`src/rtl/rv32i_types.sv`:
```
// Shared RV32I datapath types: branch condition codes and the compare-pipe
// stage header. The tag is kept out of the header so its width can follow
// the instantiating module's parameter.
package rv32i_types;

  typedef enum logic [2:0] {
    F3_BEQ  = 3'b000,
    F3_BNE  = 3'b001,
    F3_BLT  = 3'b100,
    F3_BGE  = 3'b101,
    F3_BLTU = 3'b110,
    F3_BGEU = 3'b111
  } branch_funct3_t;

  typedef struct packed {
    logic valid;
    logic result;
    logic illegal;
  } cmp_stage_t;

  // 3'b010 and 3'b011 are the only funct3 codes with no branch meaning.
  function automatic logic is_legal_branch(logic [2:0] funct3);
    return !((funct3 == 3'b010) || (funct3 == 3'b011));
  endfunction

endpackage

```
`src/rtl/cmp_pipe_stage.sv`:
```
// One elastic register slice of the compare pipe.
// Ports: clk/rst (async active-low), flush, upstream header/tag in with
// up_rdy out, downstream dn_rdy in, registered header/tag out.
// Latency 1 cycle; loads whenever empty or when downstream takes our entry,
// so a full pipe still moves one op per cycle.
module cmp_pipe_stage
  import rv32i_types::*;
#(
  parameter int TAG_W = 4
) (
  input  logic             clk,
  input  logic             rst,
  input  logic             flush,
  input  cmp_stage_t       up_hdr,
  input  logic [TAG_W-1:0] up_tag,
  output logic             up_rdy,
  input  logic             dn_rdy,
  output cmp_stage_t       hdr,
  output logic [TAG_W-1:0] tag
);

  cmp_stage_t       hdr_q, hdr_d;
  logic [TAG_W-1:0] tag_q, tag_d;

  // Combinational ready chain: a slot frees up the same cycle it drains.
  assign up_rdy = !hdr_q.valid || dn_rdy;

  always_comb begin
    hdr_d = hdr_q;
    tag_d = tag_q;
    if (up_rdy) begin
      hdr_d.valid = up_hdr.valid;
      // Payload only changes on a real capture, so outputs hold their last
      // values across bubbles.
      if (up_hdr.valid && !flush) begin
        hdr_d.result  = up_hdr.result;
        hdr_d.illegal = up_hdr.illegal;
        tag_d         = up_tag;
      end
    end
    if (flush) begin
      hdr_d.valid = 1'b0;
    end
  end

  always_ff @(posedge clk or negedge rst) begin
    if (!rst) begin
      hdr_q <= '0;
      tag_q <= '0;
    end else begin
      hdr_q <= hdr_d;
      tag_q <= tag_d;
    end
  end

  assign hdr = hdr_q;
  assign tag = tag_q;

endmodule

```
`src/rtl/cmp_pipe.sv`:
```
// Pipelined RV32I branch-compare unit: evaluates the branch condition on
// a/b at the input and carries {result, illegal, tag} through DEPTH elastic
// stages. Ports: in_valid/in_ready/cmpop/a/b/in_tag upstream, out_valid/
// out_ready/out_result/out_illegal/out_tag downstream, flush, inflight count.
// Latency DEPTH edges from accept; stalls fill the pipe, then drop in_ready.
module cmp_pipe
  import rv32i_types::*;
#(
  parameter int WIDTH = 32,
  parameter int DEPTH = 2,
  parameter int TAG_W = 4
) (
  input  logic                       clk,
  input  logic                       rst,
  input  logic                       in_valid,
  output logic                       in_ready,
  input  logic [2:0]                 cmpop,
  input  logic [WIDTH-1:0]           a,
  input  logic [WIDTH-1:0]           b,
  input  logic [TAG_W-1:0]           in_tag,
  input  logic                       flush,
  output logic                       out_valid,
  input  logic                       out_ready,
  output logic                       out_result,
  output logic                       out_illegal,
  output logic [TAG_W-1:0]           out_tag,
  output logic [$clog2(DEPTH+1)-1:0] inflight
);

  localparam int CNT_W = $clog2(DEPTH+1);

  logic res_c;
  logic ill_c;
  logic slt_c;
  logic ult_c;

  // Index 0 is the combinational input; index DEPTH drives the outputs.
  cmp_stage_t       st_hdr [DEPTH+1];
  logic [TAG_W-1:0] st_tag [DEPTH+1];
  logic             st_rdy [DEPTH+1];

  assign slt_c = $signed(a) < $signed(b);
  assign ult_c = a < b;
  assign ill_c = !is_legal_branch(cmpop);

  always_comb begin
    res_c = 1'b0;
    case (branch_funct3_t'(cmpop))
      F3_BEQ:  res_c = (a == b);
      F3_BNE:  res_c = (a != b);
      F3_BLT:  res_c = slt_c;
      F3_BGE:  res_c = !slt_c;
      F3_BLTU: res_c = ult_c;
      F3_BGEU: res_c = !ult_c;
      default: res_c = 1'b0;
    endcase
  end

  assign st_hdr[0]     = '{valid: in_valid, result: res_c, illegal: ill_c};
  assign st_tag[0]     = in_tag;
  assign st_rdy[DEPTH] = out_ready;
  assign in_ready      = st_rdy[0];

  for (genvar k = 1; k <= DEPTH; k++) begin : g_stage
    cmp_pipe_stage #(.TAG_W(TAG_W)) u_stage (
      .clk    (clk),
      .rst    (rst),
      .flush  (flush),
      .up_hdr (st_hdr[k-1]),
      .up_tag (st_tag[k-1]),
      .up_rdy (st_rdy[k-1]),
      .dn_rdy (st_rdy[k]),
      .hdr    (st_hdr[k]),
      .tag    (st_tag[k])
    );
  end

  assign out_valid   = st_hdr[DEPTH].valid;
  assign out_result  = st_hdr[DEPTH].result;
  assign out_illegal = st_hdr[DEPTH].illegal;
  assign out_tag     = st_tag[DEPTH];

  // Derived from the stage valid bits, so it follows reset and flush for free.
  always_comb begin
    inflight = '0;
    for (int k = 1; k <= DEPTH; k++) begin
      inflight = inflight + CNT_W'(st_hdr[k].valid);
    end
  end

endmodule
```
`config.mk`:
```
export PLATFORM = sky130hd
export DESIGN_NAME = cmp_pipe
export DESIGN_NICKNAME = d
export VERILOG_FILES = /design/src/rtl/rv32i_types.sv /design/src/rtl/cmp_pipe_stage.sv /design/src/rtl/cmp_pipe.sv
export SDC_FILE = /design/constraint.sdc
export NUM_CORES = 1
export LEC_CHECK = 0
export ABC_AREA = 1
export CELL_PAD_IN_SITES_DETAIL_PLACEMENT = 2
export CELL_PAD_IN_SITES_GLOBAL_PLACEMENT = 2
export CORE_MARGIN = 2
export CORE_UTILIZATION = 20
export CTS_CLUSTER_DIAMETER = 50
export CTS_CLUSTER_SIZE = 20
export DETAILED_ROUTE_END_ITERATION = 8
export PLACE_DENSITY = 0.95
export SLEW_MARGIN = 40
export SYNTH_ARGS = -nofsm -noshare
export SYNTH_HDL_FRONTEND = slang
export SYNTH_SLANG_ARGS = --single-unit
```
`constraint.sdc`:
```
create_clock -name clk -period 1.8 [get_ports clk]
set_input_delay 0.27 -clock clk [delete_from_list [all_inputs] [get_ports clk]]
set_output_delay 0.27 -clock clk [all_outputs]
set_load 0.005 [all_outputs]
```
==> After elaboration in Yosys (flattened, before gate mapping) <==
Cells that the tools add are included.
{ "op_classes": {"order_cmp": 2, "muxes": 7, "eq_ne": 9, "n_reduce_logical": 15, "add_sub_neg": 1} }
{ "ops": {"columns": ["operator", "count"], "rows": [
  ["$lt A32 B32 Y1", 2],
  ["$eq A32 B32 Y1", 1],
  ["$ne A32 B32 Y1", 1],
  ["$eq A3 B3 Y1 const B", 4],
  ["$eq A3 B2 Y1 const B", 2],
  ["$mux W3", 2],
  ["$pmux W1 S6", 1],
  ["$logic_not A1 Y1", 5],
  ["$mux W2", 2],
  ["$reduce_and A2 Y1", 2],
  ["$reduce_bool A2 Y1", 2],
  ["$eq A3 B1 Y1 const B", 1],
  ["$logic_not A3 Y1", 1],
  ["$logic_or A1 B1 Y1", 3],
  ["$add A1 B1 Y2", 1],
  ["$logic_and A1 B1 Y1", 2],
  ["$mux W1", 2]
]} }
{ "totals": {"elab_cells": 42, "out_inout_bits": 10, "inputBits": 76, "reg_bits": 14} }

==> Longest topological paths before layout <==
Gate-level depths: netlist (run 1).
{ "depth": {"depth_word": 6, "ltp_mapped": 19, "ltp_nobuf": 19} }

==> By module <==
Synthesis (run 1) repeated with hierarchy kept, for this count alone.
{ "unflattened": {"hier_cells": 231, "area_unflattened_um2": 1562.7} }
{ "by_module_without_submodules": {"columns": ["mod", "area_each_um2", "seq_area_each_um2", "cells_each", "instances"], "rows": [
  ["cmp_pipe", 979.7, 0.0, 169, 1],
  ["cmp_pipe_stage", 291.5, 175.2, 31, 2]
]} }

==> Worst setup path before layout (run 1) <==
Ideal clock, no wire load.
{ "synth_timing": {"kind": "input port to flip-flop", "start": "in b[31]", "end": "reg g_stage[1].u_stage.hdr_q (netlist bit g_stage[1].u_stage.hdr[1])", "stages": 15, "setup_time_ns": 0.116, "path_slack_ns": 0.242, "required_ns": 1.684, "n_path_buf": 0, "arrival_time_ns": 1.441, "cell_sequence": "inv_1 -> ha_1 -> nand2_2 -> nor2_2 -> nand2_2 -> nor2_2 -> nand2_1 -> nand2_1 -> o21ai_1 -> inv_1 -> nand2_1 -> nor2_2 -> nand3_1 -> nand2_1 -> nand2_1"} }
{ "synth_between": {"elab_chain_len": 3, "word_cells_on_any_way": 7, "cone_classes": "order compare (2); eq/ne (2); mux (1); reduce/logical (2)"} }
{ "synth_rtl": {"columns": ["element", "line_no", "rtl"], "rows": [
  ["start, declared", "cmp_pipe.sv:19", "input logic [WIDTH-1:0] b,"],
  ["$lt A32 B32 Y1, on equally long branches", "cmp_pipe.sv:43, cmp_pipe.sv:42", null],
  ["$logic_not A1 Y1, on equally long branches", "cmp_pipe.sv:54, cmp_pipe.sv:52", null],
  ["$pmux W1 S6 (*)", "cmp_pipe.sv:48", "case (branch_funct3_t'(cmpop))"],
  ["end signal, assigned", "cmp_pipe_stage.sv:51", "hdr_q <= hdr_d;"],
  ["end, declared", "cmp_pipe_stage.sv:22", "cmp_stage_t hdr_q, hdr_d;"]
]} }
Every way passes the cells marked *; elsewhere a longest branch is shown, timed or not.
A chain may end at the register's enable or synchronous reset.

==> Worst setup path in the final report (run 1) <==
{ "layout_timing": {"start": "reg g_stage[2].u_stage.hdr_q (netlist bit g_stage[2].u_stage.hdr[2])", "end": "out inflight[0]"} }
{ "layout_between": {"elab_chain_len": 1} }
{ "layout_rtl": {"columns": ["element", "line_no", "rtl"], "rows": [
  ["start, declared", "cmp_pipe_stage.sv:22", null],
  ["start signal, assigned", "cmp_pipe_stage.sv:51", null],
  ["$add A1 B1 Y2", "cmp_pipe.sv:87", "inflight = inflight + CNT_W'(st_hdr[k].valid);"],
  ["end, declared", "cmp_pipe.sv:27", "output logic [$clog2(DEPTH+1)-1:0] inflight"]
]} }
No other way between the ends.

==> results of run 1 <==
## through the flow
step | instances | hold slack (ps) | total power, mW
CTS | 413 | 463 | 1.31
finish | 415 | 430 | 1.34
detailed placement | 409 | 482 | 0.948
global route | 415 | 501 | 1.45
global placement | 409 | 457 | 0.910
floorplan | 222 | -25.6 | 0.609
## sequential cells by signal, summed over array words and instances (netlist names)
signal / cells
g_stage.u_stage.tag: 8
g_stage.u_stage.hdr: 6
## metal layers
layer | part of all wire, % | track usage (%)
met1 | 35 | 14.1
met2 | 60 | 31.7
met3 | 4.3 | 2.90
met4 | 1.2 | 3.66
met5 | 0 | 0
## cell families after synthesis
| group | after synthesis |
|---|---|
| AOI/OAI and AO/OA | 26 |
| muxes | 3 |
| and+or+nand+nor | 93 |
| buffers and inverters | 53 |
| DFF | 14 |
| adders and majority gates | 33 |
## repair_timing
item                       4_1_cts  5_1_grt
setup endpoints to repair        1        1
setup buffers                    1        2
pin swaps                       52       30
resized for setup              151       52
## where the power goes
part	switching [mW]	internal (mW)	total (mW)
clock	0.104	0.148	0.252
sequential	0.0282	0.368	0.397
combinational	0.315	0.378	0.693
## cell usage after synthesis
cell type / instances
nor2_1: 16
a21oi_2: 1
o21ai_1: 1
dfrtp_1: 14
nand2_2: 3
nand3_1: 8
nand2_1: 59
o21a_2: 1
a21oi_1: 14
mux2_1: 3
nand4_1: 2
inv_2: 4
nor3_1: 2
nor2_2: 3
o21ai_0: 8
ha_1: 33
a21o_1: 1
inv_1: 48
clkinv_1: 1
## area by class of cell
type / count / share of cell area (%)
Tap cell: 99 / 4.02
Sequential cell: 14 / 11.4
Timing Repair Buffer: 91 / 27.6
Clock buffer: 3 / 1.34
Inverter: 53 / 6.50
Multi-Input combinational cell: 155 / 49.2
## how the worst min path moves through the flow
stage,startpoint,to,slack (ps)
final,rst,g_stage[1].u_stage.tag[1]$_DFFE_PN0P_,430
after CTS,rst,g_stage[1].u_stage.tag[1]$_DFFE_PN0P_,460
after global placement,g_stage[1].u_stage.tag[0]$_DFFE_PN0P_,g_stage[1].u_stage.tag[0]$_DFFE_PN0P_,460
after floorplan,rst,g_stage[1].u_stage.hdr[0]$_DFFE_PN0P_,-30
after detailed placement,g_stage[1].u_stage.tag[3]$_DFFE_PN0P_,g_stage[1].u_stage.tag[3]$_DFFE_PN0P_,480
after global routing,rst,g_stage[2].u_stage.tag[1]$_DFFE_PN0P_,500
==> impl_metrics.yaml, run 1 <==
outcome:
  status: "complete, no violations"
worst_setup_path:
  required_ps: 1530
  worst-path-buf-inv: 1
  cp_cell_sequence: "ha_1, clkdlybuf4s50_1"
  worstSetupEndpoint: "inflight[0]"
  worst-r2r-setup-slack_ps: 560
  cp-end-kind: "output port"
  rr_worst_depth: 5
  critPathLaunchType: "flip-flop"
  cp.arrival_ps: 1430
  worst-path-stages: 2
  critical_path_class: "reg -> out"
  slowest_delay_ps: 500
  cp_slowest_cell: "clkdlybuf4s50_1"
  worstReg2RegEnd: "g_stage[2].u_stage.tag[3]$_DFFE_PN0P_"
  startpoint: "g_stage[2].u_stage.hdr[2]$_DFFE_PN0P_"
  crit_family: "buffers and inverters"
  r2r_start: "g_stage[2].u_stage.hdr[2]$_DFFE_PN0P_"
  critPathMaxFanout: 3
final_layout:
  design_area_mm2: 0.00308
  final_nets: 427
  mostFrequentLayoutCells: "dlygate4sd2_1, nand2_1, inv_2"
  nFillCells: 843
  drive_gt1_share_pct: 40.8
  regArea_um2: 350
  multi_input_area_mm2: 0.00152
  fin_util_pct: 42.3
  antenna_cells: 0
  mostFrequentLayoutCell: "dlygate4sd2_1"
  synthToLayoutAreaGrowth_pct: 103
drt:
  vias_per_cell: 4.30
  drc: 0
  wire_per_inst_um: 14.6
  routed_wl_mm: 6.07
  dr.pass1.iters: 3
  antenna_left: 0
  drt_iter0_drc: 24
  vias: 1783
power:
  ir_drop_mv: 0.166
  leakage_nw: 1.49
  power_density_mw_per_mm2: 435
floorplanning:
  die_w_um: 91.1
  core_mm2: 0.00729
  dieArea_mm2: 0.00830
  start_util_pct: 20.8
  num_rows: 31
  die_y_um: 91.1
  io_pins: 86
cts:
  clkTransAtPathRegs_ps: 60
  clk_path_buf_depth: 2
  cts_max_level: 1
  cts_sinks: 14
  ctsRootBufferMaster: "clkbuf_8"
  ctsHoldBuffers: 0
  cts_buffers: 3
  worst_skew_pair.late_latency_ps: 240
  tritoncts: "built"
synthesis:
  synth-adder-area-share_pct: 27.2
  synth_compound_area_share_pct: 9.23
  synth_top_family_by_area: "adder cells"
  ys_warn_count: 0
  synth_top_area_cell: "ha_1"
  ys_ff_latch: 14
  syn_area_mm2: 0.00152
  synthMuxAreaShare_pct: 2.23
  synth_seq_area_share_pct: 23.1
  synth_top_area_share_pct: 27.2
  synth_cell_types: 19
  netlist_instances: 222
  syn_area_per_cell_um2: 6.84
  synth_xor_area_share_pct: 0
  synth-simple-area-share_pct: 25.1
  ys_top_cells_by_area: "ha_1, dfrtp_1, nand2_1"
  syn_nets: 331
place:
  place_area_mm2: 0.00251
  io_buffers: 85
  gp_congestion: 0.731
  dpl.hpwl_mm: 4.72
  post-place-ws_ps: -509
timing:
  timing.final.max_slew_violations: 0
  worst_pin_slew_ps: 655
  final-hold-violation-count: 0
  period_share_pct: 94.3
  skew_ps: 2.13
  setup_slack_ps: 103
  setup_viol: 0
  tns_ps: 0
  period_needed_ps: 1700
  clock.fmax_ghz: 0.589
  slew_headroom_pct: 56.2
global_route:
  antenna_found_initial: 0
  grt_util_all_layers_pct: 14.9
  grt_max_degree: 15
  grt_pass1_vias: 2183
  grt_pass1_wl_mm: 10.0
  overflow: 0
worst_hold_path:
  hold_path_class: "in -> async"
job:
  max-cap-violations: 0
(Power assumes the default switching activity.)
==> run 2: changes to the inputs <==
- ABC_CLOCK_PERIOD_IN_PS: default -> 1800
- SETUP_SLACK_MARGIN: default -> 0.05
==> impl_metrics.yaml, run 2 (synthesis gave the netlist of run 1 again) <==
outcome:
  status: "complete, no violations"
cts:
  worst_skew_pair.late_latency_ps: 240
  cts_buffers: 3
  cts_max_level: 1
  ctsRootBufferMaster: "clkbuf_8"
  clk_path_buf_depth: 2
  ctsHoldBuffers: 0
  clkTransAtPathRegs_ps: 60
  tritoncts: "built"
  cts_sinks: 14
timing:
  skew_ps: 1.65
  slew_headroom_pct: 56.0
  timing.final.max_slew_violations: 0
  rsz0062_at_grt: "yes"
  final-hold-violation-count: 0
  period_needed_ps: 1700
  clock.fmax_ghz: 0.590
  worst_pin_slew_ps: 658
  period_share_pct: 94.2
  setup_slack_ps: 104
  tns_ps: 0
  setup_viol: 0
  hold_slack_ps: 431
drt:
  dr.pass1.iters: 3
  routed_wl_mm: 5.95
  vias_per_cell: 4.27
  drc: 0
  wire_per_inst_um: 14.3
  antenna_left: 0
  vias: 1771
  drt_iter0_drc: 18
power:
  power_density_mw_per_mm2: 442
  p_total_mw: 1.34
  leakage_nw: 1.43
  ir_drop_mv: 0.166
place:
  dpl.hpwl_mm: 4.72
  post-place-ws_ps: -509
  place_inst: 409
  io_buffers: 85
  place_area_mm2: 0.00251
  gp_congestion: 0.731
floorplanning:
  start_util_pct: 20.8
  die_y_um: 91.1
  io_pins: 86
  core_mm2: 0.00729
  die_w_um: 91.1
  num_rows: 31
  dieArea_mm2: 0.00830
final_layout:
  mostFrequentLayoutCell: "dlygate4sd2_1"
  antenna_cells: 0
  synthToLayoutAreaGrowth_pct: 99.3
  nFillCells: 834
  design_area_mm2: 0.00303
  finalNonFillerCells: 415
  largest_register_ff_count: 8
  final_nets: 427
  mostFrequentLayoutCells: "dlygate4sd2_1, nand2_1, inv_2"
  regArea_um2: 350
  drive_gt1_share_pct: 41.8
  multi_input_area_mm2: 0.00151
  fin_util_pct: 41.5
global_route:
  grt_pass1_wl_mm: 9.99
  overflow: 0
  grt_pass1_vias: 2206
  antenna_found_initial: 0
  grt_max_degree: 15
  grt_util_all_layers_pct: 14.8
worst_setup_path:
  cp.arrival_ps: 1430
  cp-end-kind: "output port"
  rr_worst_depth: 5
  critPathLaunchType: "flip-flop"
  required_ps: 1530
  critPathMaxFanout: 3
  critical_path_class: "reg -> out"
job:
  max-cap-violations: 0
worst_hold_path:
  hold_path_class: "in -> async"
-- run 2: changes by cell type in the layout (fill, tap and decap cells not counted), moves of 2 or more --
| cell | delta |
|---|---|
| clkbuf_2 | +5 |
| dlygate4sd2_1 | +3 |
| dlymetal6s2s_1 | -7 |
| inv_1 | +2 |
| inv_2 | -2 |
| nand2_2 | +3 |
| nand2_4 | -2 |
-- run 2: power by group --
part           switching (mW)  total, mW  internal, mW
clock network           0.104      0.252         0.148
registers              0.0278      0.396         0.368
logic                   0.312      0.689         0.377
total                   0.444       1.34         0.893
-- run 2: layer usage --
| metal | up-vias | routed length, um | GRT usage, % |
|---|---|---|---|
| li1 | 879 | - | - |
| met1 | 839 | 2130 | 14.1 |
| met2 | 49 | 3540 | 32.2 |
| met3 | 4 | 269 | 2.66 |
| met4 | 0 | 23 | 2.15 |
| met5 | - | 0 | 0 |
-- run 2: path summary, 6_finish.rpt --
check	start	to	slack, ps
setup / recovery	g_stage[1].u_stage.hdr[2]$_DFFE_PN0P_	inflight[0]	100
min in group clk	g_stage[1].u_stage.tag[3]$_DFFE_PN0P_	g_stage[1].u_stage.tag[3]$_DFFE_PN0P_	480
setup reg to reg	g_stage[2].u_stage.hdr[2]$_DFFE_PN0P_	g_stage[2].u_stage.hdr[1]$_DFFE_PN0P_	590
hold reg to reg	g_stage[1].u_stage.tag[3]$_DFFE_PN0P_	g_stage[1].u_stage.tag[3]$_DFFE_PN0P_	480
max in group asynchronous	rst	g_stage[1].u_stage.tag[3]$_DFFE_PN0P_	940
hold / removal	rst	g_stage[1].u_stage.tag[1]$_DFFE_PN0P_	430
-- run 2: layout make-up --
type	instances	area share, %
clock buffer	3	1.36
timing repair buffer	91	26.5
multi-input combinational	155	49.9
tap	99	4.09
inverter	53	6.62
sequential	14	11.6
-- run 2: critical path, stage by stage, from the launching register on --
cell and delay (ps):
dfrtp_1 400, ha_1 290, clkdlybuf4s50_1 500
-- run 2: repair_timing --
item                                    4_1_cts  5_1_grt
endpoints found under the setup margin        1        2
gates resized for setup                     163       45
pin swaps                                    54       28
setup buffers                                 1        2
